**src/rtl/diff_event_decoder.sv**
```systemverilog
// Edge-difference code receiver: decode, link-sync FSM,
// event FIFO with valid/ready drain and saturating stats.
//
// Ports:
//   clock_0, reset_0          clock, sync active-high reset
//   in_valid, in_code         sampled difference code
//   evt_ready                 consumer accepts head event
//   evt_valid/kind/seq        FIFO head event
//   sync_ok, overflow         link synced, sticky drop flag
//   cnt_a, cnt_b              kind-1 / kind-2 events pushed
//   err_cnt, drop_cnt         illegal codes / dropped events
module diff_event_decoder #(
  parameter int WIDTH    = 6,
  parameter int DEPTH    = 4,
  parameter int CNT_W    = 8,
  parameter int ERR_HOLD = 3
) (
  input  logic             clock_0,
  input  logic             reset_0,
  input  logic             in_valid,
  input  logic [WIDTH-1:0] in_code,
  input  logic             evt_ready,
  output logic             evt_valid,
  output logic [1:0]       evt_kind,
  output logic [CNT_W-1:0] evt_seq,
  output logic             sync_ok,
  output logic             overflow,
  output logic [CNT_W-1:0] cnt_a,
  output logic [CNT_W-1:0] cnt_b,
  output logic [CNT_W-1:0] err_cnt,
  output logic [CNT_W-1:0] drop_cnt
);

  localparam int PW = (DEPTH > 1) ? $clog2(DEPTH) : 1;
  localparam int OW = $clog2(DEPTH + 1);
  localparam int IW = $clog2(ERR_HOLD + 1);

  typedef enum logic [1:0] {
    ST_UNSYNC,
    ST_SYNC,
    ST_ERR
  } state_t;

  function automatic logic [CNT_W-1:0] sat_inc(
    input logic [CNT_W-1:0] v
  );
    return (&v) ? v : v + 1'b1;
  endfunction

  logic is_idle;
  logic is_k1;
  logic is_k2;
  logic is_ill;

  always_comb begin
    is_idle = 1'b0;
    is_k1   = 1'b0;
    is_k2   = 1'b0;
    is_ill  = 1'b0;
    if (in_valid) begin
      unique case (1'b1)
        (in_code == WIDTH'(0)): is_idle = 1'b1;
        (in_code == WIDTH'(1)): is_k1   = 1'b1;
        (in_code == WIDTH'(2)): is_k2   = 1'b1;
        default:                is_ill  = 1'b1;
      endcase
    end
  end

  state_t        state;
  state_t        state_nxt;
  logic [IW-1:0] idle_q;
  logic [IW-1:0] idle_nxt;

  always_ff @(posedge clock_0) begin
    if (reset_0) begin
      state  <= ST_UNSYNC;
      idle_q <= '0;
    end else begin
      state  <= state_nxt;
      idle_q <= idle_nxt;
    end
  end

  // idle_q counts consecutive idles while in ST_ERR;
  // any non-idle code restarts the run.
  always_comb begin
    state_nxt = state;
    idle_nxt  = idle_q;
    unique case (state)
      ST_UNSYNC: begin
        if (is_idle) begin
          state_nxt = ST_SYNC;
        end else if (is_ill) begin
          state_nxt = ST_ERR;
          idle_nxt  = '0;
        end
      end
      ST_SYNC: begin
        if (is_ill) begin
          state_nxt = ST_ERR;
          idle_nxt  = '0;
        end
      end
      ST_ERR: begin
        if (is_idle) begin
          if (idle_q == IW'(ERR_HOLD - 1)) begin
            state_nxt = ST_SYNC;
            idle_nxt  = '0;
          end else begin
            idle_nxt = idle_q + 1'b1;
          end
        end else if (is_k1 || is_k2 || is_ill) begin
          idle_nxt = '0;
        end
      end
      default: begin
        state_nxt = ST_UNSYNC;
        idle_nxt  = '0;
      end
    endcase
  end

  assign sync_ok = (state == ST_SYNC);

  logic [1:0]       kind_mem [DEPTH];
  logic [CNT_W-1:0] seq_mem  [DEPTH];
  logic [PW-1:0]    wr_ptr;
  logic [PW-1:0]    rd_ptr;
  logic [OW-1:0]    occ;
  logic [CNT_W-1:0] seq_q;

  logic full;
  logic empty;
  logic pop;
  logic push_req;
  logic wr_en;
  logic drop;
  logic [1:0] wr_kind;

  assign full     = (occ == OW'(DEPTH));
  assign empty    = (occ == '0);
  assign pop      = !empty && evt_ready;
  assign push_req = sync_ok && (is_k1 || is_k2);
  // A pop frees a slot in the same edge, so
  // a full FIFO still accepts when draining.
  assign wr_en    = push_req && (!full || pop);
  assign drop     = push_req && full && !pop;
  assign wr_kind  = is_k1 ? 2'd1 : 2'd2;

  always_ff @(posedge clock_0) begin
    if (wr_en) begin
      kind_mem[wr_ptr] <= wr_kind;
      seq_mem[wr_ptr]  <= seq_q;
    end
  end

  always_ff @(posedge clock_0) begin
    if (reset_0) begin
      wr_ptr <= '0;
      rd_ptr <= '0;
      occ    <= '0;
      seq_q  <= '0;
    end else begin
      if (wr_en) begin
        wr_ptr <= wr_ptr + 1'b1;
        seq_q  <= seq_q + 1'b1;
      end
      if (pop) begin
        rd_ptr <= rd_ptr + 1'b1;
      end
      unique case ({wr_en, pop})
        2'b10:   occ <= occ + 1'b1;
        2'b01:   occ <= occ - 1'b1;
        default: occ <= occ;
      endcase
    end
  end

  assign evt_valid = !empty;
  assign evt_kind  = empty ? 2'd0 : kind_mem[rd_ptr];
  assign evt_seq   = empty ? '0 : seq_mem[rd_ptr];

  always_ff @(posedge clock_0) begin
    if (reset_0) begin
      cnt_a    <= '0;
      cnt_b    <= '0;
      err_cnt  <= '0;
      drop_cnt <= '0;
      overflow <= 1'b0;
    end else begin
      if (wr_en && is_k1) begin
        cnt_a <= sat_inc(cnt_a);
      end
      if (wr_en && is_k2) begin
        cnt_b <= sat_inc(cnt_b);
      end
      if (is_ill) begin
        err_cnt <= sat_inc(err_cnt);
      end
      if (drop) begin
        drop_cnt <= sat_inc(drop_cnt);
        overflow <= 1'b1;
      end
    end
  end

endmodule

```
**config.mk**
```make
export PLATFORM = sky130hd
export DESIGN_NAME = diff_event_decoder
export DESIGN_NICKNAME = d
export VERILOG_FILES = /design/src/rtl/diff_event_decoder.sv
export SDC_FILE = /design/constraint.sdc
export NUM_CORES = 1
export LEC_CHECK = 0
export BUFFER_PORTS_ARGS = -buffer_cell sky130_fd_sc_hd__clkbuf_2
export CORE_MARGIN = 5
export CORE_UTILIZATION = 40
export CTS_CLUSTER_SIZE = 12
export DETAILED_ROUTE_END_ITERATION = 7
export SETUP_SLACK_MARGIN = 0.1
export SLEW_MARGIN = 10
export SYNTH_ARGS = -nofsm -noshare
export SYNTH_HDL_FRONTEND = slang
export SYNTH_SLANG_ARGS = --single-unit
```
**constraint.sdc**
```tcl
create_clock -name clock_0 -period 4.05 [get_ports clock_0]
set_clock_uncertainty 0.15 [all_clocks]
set_input_delay 0.405 -clock clock_0 [delete_from_list [all_inputs] [get_ports clock_0]]
set_output_delay 0.405 -clock clock_0 [all_outputs]
set_load 0.005 [all_outputs]
```
# [Yosys cells after proc, flatten, opt, wreduce, memory -nomap -nowiden]
# Memories as Yosys holds them, arrays and structs flattened. A register that Yosys moved wholly into a read port is not among the register bits.
# Cells that the tools add are included.
[word_totals] ff_bits=52 mem_bits_rw=40 inputBits=10 out_inout_bits=45 memories=2
[mem_list] memory="seq_mem" words=4 width=8 read_ports=1 rd_clocked_by_memory_dff=1 write_ports=1 line_no="127" source="logic [CNT_W-1:0] seq_mem [DEPTH];"
[mem_list] memory="kind_mem" words=4 width=2 read_ports=1 rd_clocked_by_memory_dff=1 write_ports=1 line_no="126" source="logic [1:0] kind_mem [DEPTH];"
[op_classes] add_sub_neg=10 n_eq_ne=12 muxes=29 n_bitwise=4 reduce_logical=28
[op_table] operator="$add A8 B1 Y8 const B" n=5
[op_table] operator="$reduce_and A8 Y1" n=4
[op_table] operator="$mux W2" n=15
[op_table] operator="$pmux W2 S3" n=2
[op_table] operator="$reduce_and A2 Y1" n=6
[op_table] operator="$mux W1" n=10
[op_table] operator="$mux W8" n=1
[op_table] operator="$logic_and A1 B1 Y1" n=7
[op_table] operator="$add A2 B1 Y2 const B" n=3
[op_table] operator="$eq A2 B2 Y1 const B" n=3
[op_table] operator="$eq A6 B1 Y1 const B" n=1
[op_table] operator="$eq A6 B2 Y1 const B" n=1
[op_table] operator="$logic_not A6 Y1" n=1
[op_table] operator="$ne A2 B2 Y1 const B" n=3
[op_table] operator="$pmux W3 S2" n=1
[op_table] operator="$eq A2 B1 Y1 const B" n=2
[op_table] operator="$not A1 Y1" n=4
[op_table] operator="$add A3 B1 Y3 const B" n=1
[op_table] operator="$eq A3 B3 Y1 const B" n=1
[op_table] operator="$logic_not A1 Y1" n=3
[op_table] operator="$logic_not A3 Y1" n=1
[op_table] operator="$logic_or A1 B1 Y1" n=3
[op_table] operator="$ne A3 B3 Y1 const B" n=1
[op_table] operator="$reduce_or A3 Y1" n=1
[op_table] operator="other kinds (3)" n=3

# [Depth between registers and ports, before layout]
# Gate-level depths: netlist (run 1).
[depth] ltp_word=8 depth_mapped=6 depth_no_buf=6

# [Worst setup path after synthesis (run 1)]
# Ideal clock, no wire load.
[synth_timing] kind="input -> register" start="input port in_code[5]" end="register occ[2]" arrival_time_ns=1.983 required_ns=3.777 path_slack_ns=1.793 cell_stages=6 cell_sequence="nor4_4 a41oi_1 fa_1 nor2b_1 a31oi_1 mux2_1"
[synth_between] elab_chain_cells=8 elab_cells_between_ends=13
[synth_lines] item="start, declared" line_no="21" source="input logic [WIDTH-1:0] in_code,"
[synth_lines] item="$eq A6 B1 Y1 / $eq A6 B2 Y1 (equally long branches)" line_no="63, 64"
[synth_lines] item="$mux W1" line_no="61" source="unique case (1'b1)"
[synth_lines] item="$mux W1" line_no="60" source="if (in_valid) begin"
[synth_lines] item="$logic_or A1 B1 Y1 (*)" line_no="144" source="assign push_req = sync_ok && (is_k1 || is_k2);"
[synth_lines] item="$logic_and A1 B1 Y1 (*)" line_no="144"
[synth_lines] item="$logic_and A1 B1 Y1 (*)" line_no="147" source="assign wr_en = push_req && (!full || pop);"
[synth_lines] item="$eq A2 B1 Y1 / $eq A2 B2 Y1 (equally long branches)" line_no="172" source="unique case ({wr_en, pop})"
[synth_lines] item="$pmux W3 S2 / $reduce_bool A2 Y1 (equally long branches)"
[synth_lines] item="end signal, assigned" line_no="173" source="2'b10: occ <= occ + 1'b1;"
[synth_lines] item="end signal, assigned" line_no="174" source="2'b01: occ <= occ - 1'b1;"
[synth_lines] item="end, declared" line_no="130" source="logic [OW-1:0] occ;"
# Mark *: on every way between the ends. The rest lies on a longest branch, timed or not.
# A chain may end at the register's enable or synchronous reset.

# [Final worst setup path (run 1)]
[layout_timing] start="register state[0]" end="memory seq_mem[1][1], enable pin"
[layout_between] elab_chain_cells=5
[layout_lines] item="start, declared" line_no="70" source="state_t state;"
[layout_lines] item="start signal, assigned" line_no="80" source="state <= state_nxt;"
[layout_lines] item="$eq A2 B1 Y1" line_no="124" source="assign sync_ok = (state == ST_SYNC);"
[layout_lines] item="$logic_and A1 B1 Y1" line_no="144"
[layout_lines] item="$logic_and A1 B1 Y1" line_no="147"
[layout_lines] item="$mux W1" line_no="152" source="if (wr_en) begin"
[layout_lines] item="$mux W1 (not written as such)" line_no="154" source="seq_mem[wr_ptr] <= seq_q;"
[layout_lines] item="end, declared" line_no="127"
# No other way between the ends.

==> impl_metrics.py, run 1 <==
metrics = {
    "detailed_routing": {
        "post_drt_wl_per_cell_um": 14.7,
        "drt-initial-drc-count": 76,
        "routed_wl_mm": 8.44,
        "routed-via-count": 2906,
        "viasPerCell": 5.06,
        "post-route-drc-count": 0,
        "drt_first_pass_iters": 4,
        "ant_nets": 0,
    },
    "clock_tree": {
        "cts_inserted_buffers": 9,
        "cts_buffer_depth": 2,
        "insertion_delay_ns": 0.35,
        "root_buffer": "clkbuf_8",
        "clock-sinks": 94,
        "ctsHoldBuffers": 0,
        "cts_tree": "done",
        "cts_setup_buffers": 0,
        "htreeDepth": 3,
        "cts_resized": 0,
        "worst_setup_hold_path_clk_slew_ns": 0.09,
    },
    "global_route": {
        "antenna_found_initial": 0,
        "grt_util_all_layers_pct": 14.0,
        "grt_max_degree": 40,
        "grt_pass1_wl_mm": 14.6,
        "overflow": 0,
        "grt_pass1_vias": 2955,
    },
    "power": {
        "leakage_nw": 1.72,
        "p_per_area_nw_per_um2": 339,
        "finalPower_mw": 1.68,
        "vdd_drop_max_uv": 136,
    },
    "logic_synthesis": {
        "synth_common_cells": "nor2_1 (55), dfxtp_1 (54), edfxtp_1 (40)",
        "synth_area_leaders": "edfxtp_1 (28%), dfxtp_1 (25%), xnor2_1 (6.1%), mux4_2 (5.2%), nor2_1 (4.8%)",
        "async_flop_share_pct": 0,
        "yosysMostFrequentCell": "nor2_1",
        "synth_top_cell_area_share_pct": 27.7,
        "syn_area_um2": 4340,
        "synth_edf_count": 40,
        "ys.flop_type": "dfxtp_1",
        "synth.net_count": 395,
        "synth_cell_types": 57,
        "synth_seq_cells": 94,
        "ys_seq_area_share_pct": 52.6,
        "synthCells": 375,
        "synth_top_area_cell": "edfxtp_1",
        "synth_warnings": 0,
        "syn_area_per_cell_um2": 11.6,
    },
    "hold_path": {
        "hold_end": "overflow",
        "min_path_cells": 2,
        "hp-class": "register to register",
        "worstHoldStart": "overflow",
    },
    "sta": {
        "post-route-period-util_pct": 63.6,
        "worst_pin_slew_ns": 0.805,
        "maxSlewViolCount": 0,
        "hold_ws_ns": 0.329,
        "setup_viol": 0,
        "min_period_ns": 2.58,
        "hold_viol": 0,
        "rsz0062_at_grt": "false",
        "fmax_mhz": 388,
        "finalSetupTns_ns": 0,
        "relSlewSlack_pct": 46.4,
    },
    "worst_setup_path": {
        "r2r-start": "state[0]",
        "crit_fanout": 21,
        "r2r_setup_slack_ns": 1.47,
        "endpoint_kind": "register",
        "path_class": "register to register",
        "crit_path_cell_trace": "nor2b_1, nand4_4, buf_4, nor2_4, and2_1",
        "slowest_delay_ns": 0.49,
        "cp.required_ns": 3.89,
        "slowest_stage": "and2_1",
        "rr_endpoint": "seq_mem[1][1]",
        "worstPathArrival_ns": 2.41,
        "start_kind": "register",
        "worst_r2r_path_depth": 5,
    },
    "placed_design": {
        "port_buffers": 54,
        "dp_hpwl_mm": 6.04,
        "globalplace.congestion": 0.760,
    },
    "run_status": {
        "run_status": "complete, no violations",
    },
    "final_layout": {
        "diodes": 0,
        "area_growth_pct": 14.3,
        "drive_gt1_share_pct": 23.7,
        "final_net_count": 449,
    },
    "floorplanning": {
        "die_y_um": 114,
        "die_x_um": 114,
        "initial_core_util_pct": 40.4,
        "core_area_um2": 10700,
        "io-pin-count": 55,
        "die_area_um2": 13000,
        "fp-row-count": 38,
    },
    "job": {
        "drv_cap": 0,
    },
}
state kept, by name (all words and copies together), names as in the netlist, named ones only:
register  count
kind_mem      8
seq_q         8
wr_ptr        2
err_cnt       8
drop_cnt      8
cnt_b         8
state         2
overflow      1
seq_mem      32
rd_ptr        2
occ           3
idle_q        2
cnt_a         8
per-stage QoR:
stage / instance area (um2) / worst slack, ns / instances / utilization (%)
2_1_floorplan: 4340 / 1.79 / 375 / -
3_3_place_gp: 4750 / 1.26 / 558 / 44.2
3_5_place_dp: 4750 / 1.20 / 558 / 44.2
4_1_cts: 4960 / 1.44 / 574 / 46.1
5_1_grt: 4960 / 1.31 / 574 / 46.1
6_report: 4960 / 1.47 / 574 / 46.1
where the power goes:
part,internal (mW),switching [mW],leakage [nW]
sequential,0.981,0.00405,0.825
combinational,0.0158,0.0287,0.798
clock,0.347,0.305,0.0982
total,1.34,0.337,1.72
logic make-up after synthesis:
logic type,count (synthesis),synth area share [%]
fa+ha+maj,10,3.06
compound gates,30,4.93
mux,17,6.84
flops,94,52.6
buf+inv,24,2.37
xor+xnor,35,7.07
simple gates,165,23.1
routing by layer:
| layer | up-vias | share of wire [%] | GRT usage [%] | routed length (um) |
|---|---|---|---|---|
| met5 | - | 0 | 0 | 0 |
| met4 | 0 | 1.3 | 5.23 | 112 |
| met3 | 9 | 4.9 | 2.70 | 411 |
| met2 | 63 | 47 | 22.4 | 3990 |
| met1 | 1370 | 47 | 18.9 | 3920 |
| li1 | 1464 | - | - | - |
cell type report:
cell class	count	area (um2)
clock buffer	12	135
inverter	9	33.8
fill	1038	5790
multi-input combinational	257	1960
timing repair buffer	58	300
clock inverter	4	71.3
sequential	94	2280
tap	140	175
critical path: cells and delay by family, from the launching register on:
family | cells | cell delay [ns]
AND/OR/NAND/NOR | 4 | 1.36
flip-flops | 1 | 0.41
buffers and inverters | 1 | 0.29
worst max path at each step:
stage | start | end | cells after the start
after floorplan | in_code[5] | occ[2] | 6
after global placement | in_code[5] | seq_mem[1][1] | 6
after detailed placement | in_code[5] | seq_mem[3][1] | 6
after CTS | state[0] | seq_mem[1][5] | 5
after global routing | state[0] | seq_mem[1][5] | 5
final | state[0] | seq_mem[1][1] | 5
cell usage in the layout, fill, tap and decap left out, types with 2 or more instances in the layout:
| master | n |
|---|---|
| nand2_1 | 12 |
| nor4b_1 | 2 |
| nor2_1 | 55 |
| clkbuf_1 | 3 |
| nand2b_1 | 2 |
| o21ai_0 | 2 |
| nor3_1 | 10 |
| nor4_2 | 14 |
| a41oi_1 | 2 |
| and2_1 | 17 |
| clkbuf_8 | 9 |
| ha_1 | 9 |
| a21oi_1 | 8 |
| inv_1 | 9 |
| edfxtp_1 | 40 |
| or3_1 | 3 |
| o21ai_1 | 4 |
| xor2_1 | 5 |
| clkbuf_2 | 54 |
| xnor2_1 | 30 |
| nand3_1 | 14 |
| nand4_1 | 8 |
| nor2b_1 | 7 |
| mux4_2 | 10 |
| buf_4 | 4 |
| dfxtp_1 | 54 |
| bufinv_16 | 2 |
| mux2i_1 | 6 |
| and3_1 | 7 |
Power figures use the tool's default switching activity.
==> run 2: changes to the inputs <==
clock period = 2.7 ns   (was 4.05 ns; I/O delays follow)
==> run 2 against run 1 <==
Effect of this change:
- sequential share of layout area shrank 0.70 points
- critical path type unchanged
- via count rose by 1.4%
- first-iteration DRC count up 57%
==> impl_metrics.py, run 2 (synthesized netlist as in run 1, its figures left out) <==
metrics = {
    "final_layout": {
        "multiInputGateArea_um2": 1960,
        "final_cells": 582,
        "layout_commonest_cell": "nor2_1",
        "final_area_um2": 5030,
        "utilization_pct": 46.9,
        "largest_reg_flops": 32,
        "drive_gt1_share_pct": 26.0,
        "final_cell_mix": "nor2_1 (55), dfxtp_1 (54), clkbuf_2 (54)",
        "diodes": 0,
        "area_growth_pct": 16.1,
        "num-fill-cells": 1045,
        "top_register": "seq_mem",
        "final_net_count": 457,
        "seqCellArea_um2": 2280,
    },
    "placed_design": {
        "placed_area_um2": 4820,
        "pre_cts_ws_ns": 0.259,
        "placed_cells": 566,
        "port_buffers": 54,
        "dp_hpwl_mm": 6.07,
        "globalplace.congestion": 0.785,
    },
    "global_route": {
        "use_met2_pct": 21.7,
        "antenna_found_initial": 0,
        "busiest_layer": "met2",
        "grt_max_degree": 33,
        "use_met3_pct": 3.75,
        "grt_pass1_wl_mm": 14.4,
        "grt_pass1_vias": 2901,
        "grt.met1_usage_pct": 18.4,
        "overflow": 0,
        "grt_util_all_layers_pct": 13.9,
    },
    "worst_setup_path": {
        "crit_fanout": 12,
        "start_kind": "register",
        "crit_buf_inv": 1,
        "cp.required_ns": 2.82,
        "path_class": "register to register",
        "worstPathArrival_ns": 2.43,
        "endpoint_kind": "register",
        "slowest_delay_ns": 0.41,
        "crit_path_cell_trace": "nor2b_1, nand4_4, buf_12, nor4_2, a21oi_1, o21ba_1",
        "crit_family": "simple AND/OR/NAND/NOR gates",
        "slowest_stage": "dfxtp_1",
    },
    "floorplanning": {
        "fp-row-count": 38,
        "die_x_um": 114,
        "die_y_um": 114,
        "die_area_um2": 13000,
        "initial_core_util_pct": 40.4,
        "core_area_um2": 10700,
        "io-pin-count": 55,
    },
    "hold_path": {
        "hp-class": "input port to register",
    },
    "detailed_routing": {
        "routed-via-count": 2948,
        "post-route-drc-count": 0,
        "viasPerCell": 5.07,
        "drt-initial-drc-count": 119,
        "routed_wl_mm": 8.44,
        "drt_first_pass_iters": 4,
        "post_drt_wl_per_cell_um": 14.5,
        "ant_nets": 0,
    },
    "sta": {
        "rsz0062_at_grt": "false",
        "hold_viol": 0,
        "min_period_ns": 2.31,
        "worst_pin_slew_ns": 0.673,
        "finalSetupTns_ns": 0,
        "setup_viol": 0,
        "finalWorstSetupSlack_ns": 0.387,
        "post-route-period-util_pct": 85.7,
        "maxSlewViolCount": 0,
        "hold_ws_ns": 0.198,
        "fmax_mhz": 432,
        "relSlewSlack_pct": 55.1,
    },
    "clock_tree": {
        "clock-sinks": 94,
        "cts_tree": "done",
        "cts_inserted_buffers": 9,
        "cts_resized": 0,
        "worst_setup_hold_path_clk_slew_ns": 0.11,
        "htreeDepth": 3,
        "cts_setup_buffers": 0,
        "ctsHoldBuffers": 0,
        "insertion_delay_ns": 0.37,
        "root_buffer": "clkbuf_8",
        "cts_buffer_depth": 2,
    },
    "run_status": {
        "run_status": "complete, no violations",
    },
    "power": {
        "vdd_drop_max_uv": 325,
        "finalPower_mw": 2.49,
        "leakage_nw": 1.78,
        "p_per_area_nw_per_um2": 494,
    },
    "job": {
        "drv_cap": 0,
    },
}
-- run 2: worst reg2reg max path: stages, from the launching register on --
cell and delay [ns]:
dfxtp_1 0.41, nor2b_1 0.39, nand4_4 0.32, buf_12 0.25
nor4_2 0.38, a21oi_1 0.12, o21ba_1 0.18
-- run 2: power breakdown --
part,switching (mW),internal (mW),total [mW]
logic,0.0437,0.0247,0.0684
clock network,0.568,0.374,0.942
registers,0.00565,1.47,1.48
total,0.617,1.87,2.49
-- run 2: final cells by class --
type	count	area share, %
sequential	94	45.3
tap	140	3.48
clock buffer	9	2.46
timing repair buffer	66	7.41
clock inverter	7	1.71
inverter	9	0.671
multi-input combinational	257	38.9
-- run 2: path summary, 6_finish.rpt --
kind	start	depth (start not counted)	slack, ns	to
setup / recovery	state[0]	6	0.39	cnt_b[4]
hold reg to reg	overflow	2	0.36	overflow
setup reg to reg	state[0]	6	0.39	cnt_b[4]
hold / removal	evt_ready	4	0.20	rd_ptr[1]
-- run 2: metal layers --
metal  vias to the layer above  wire length, um  share of wire [%]
met5                         -                0                  0
met2                        63             3910                 46
li1                       1478                -                  -
met3                        12              388                4.6
met4                         0              110                1.3
met1                      1395             4030                 48
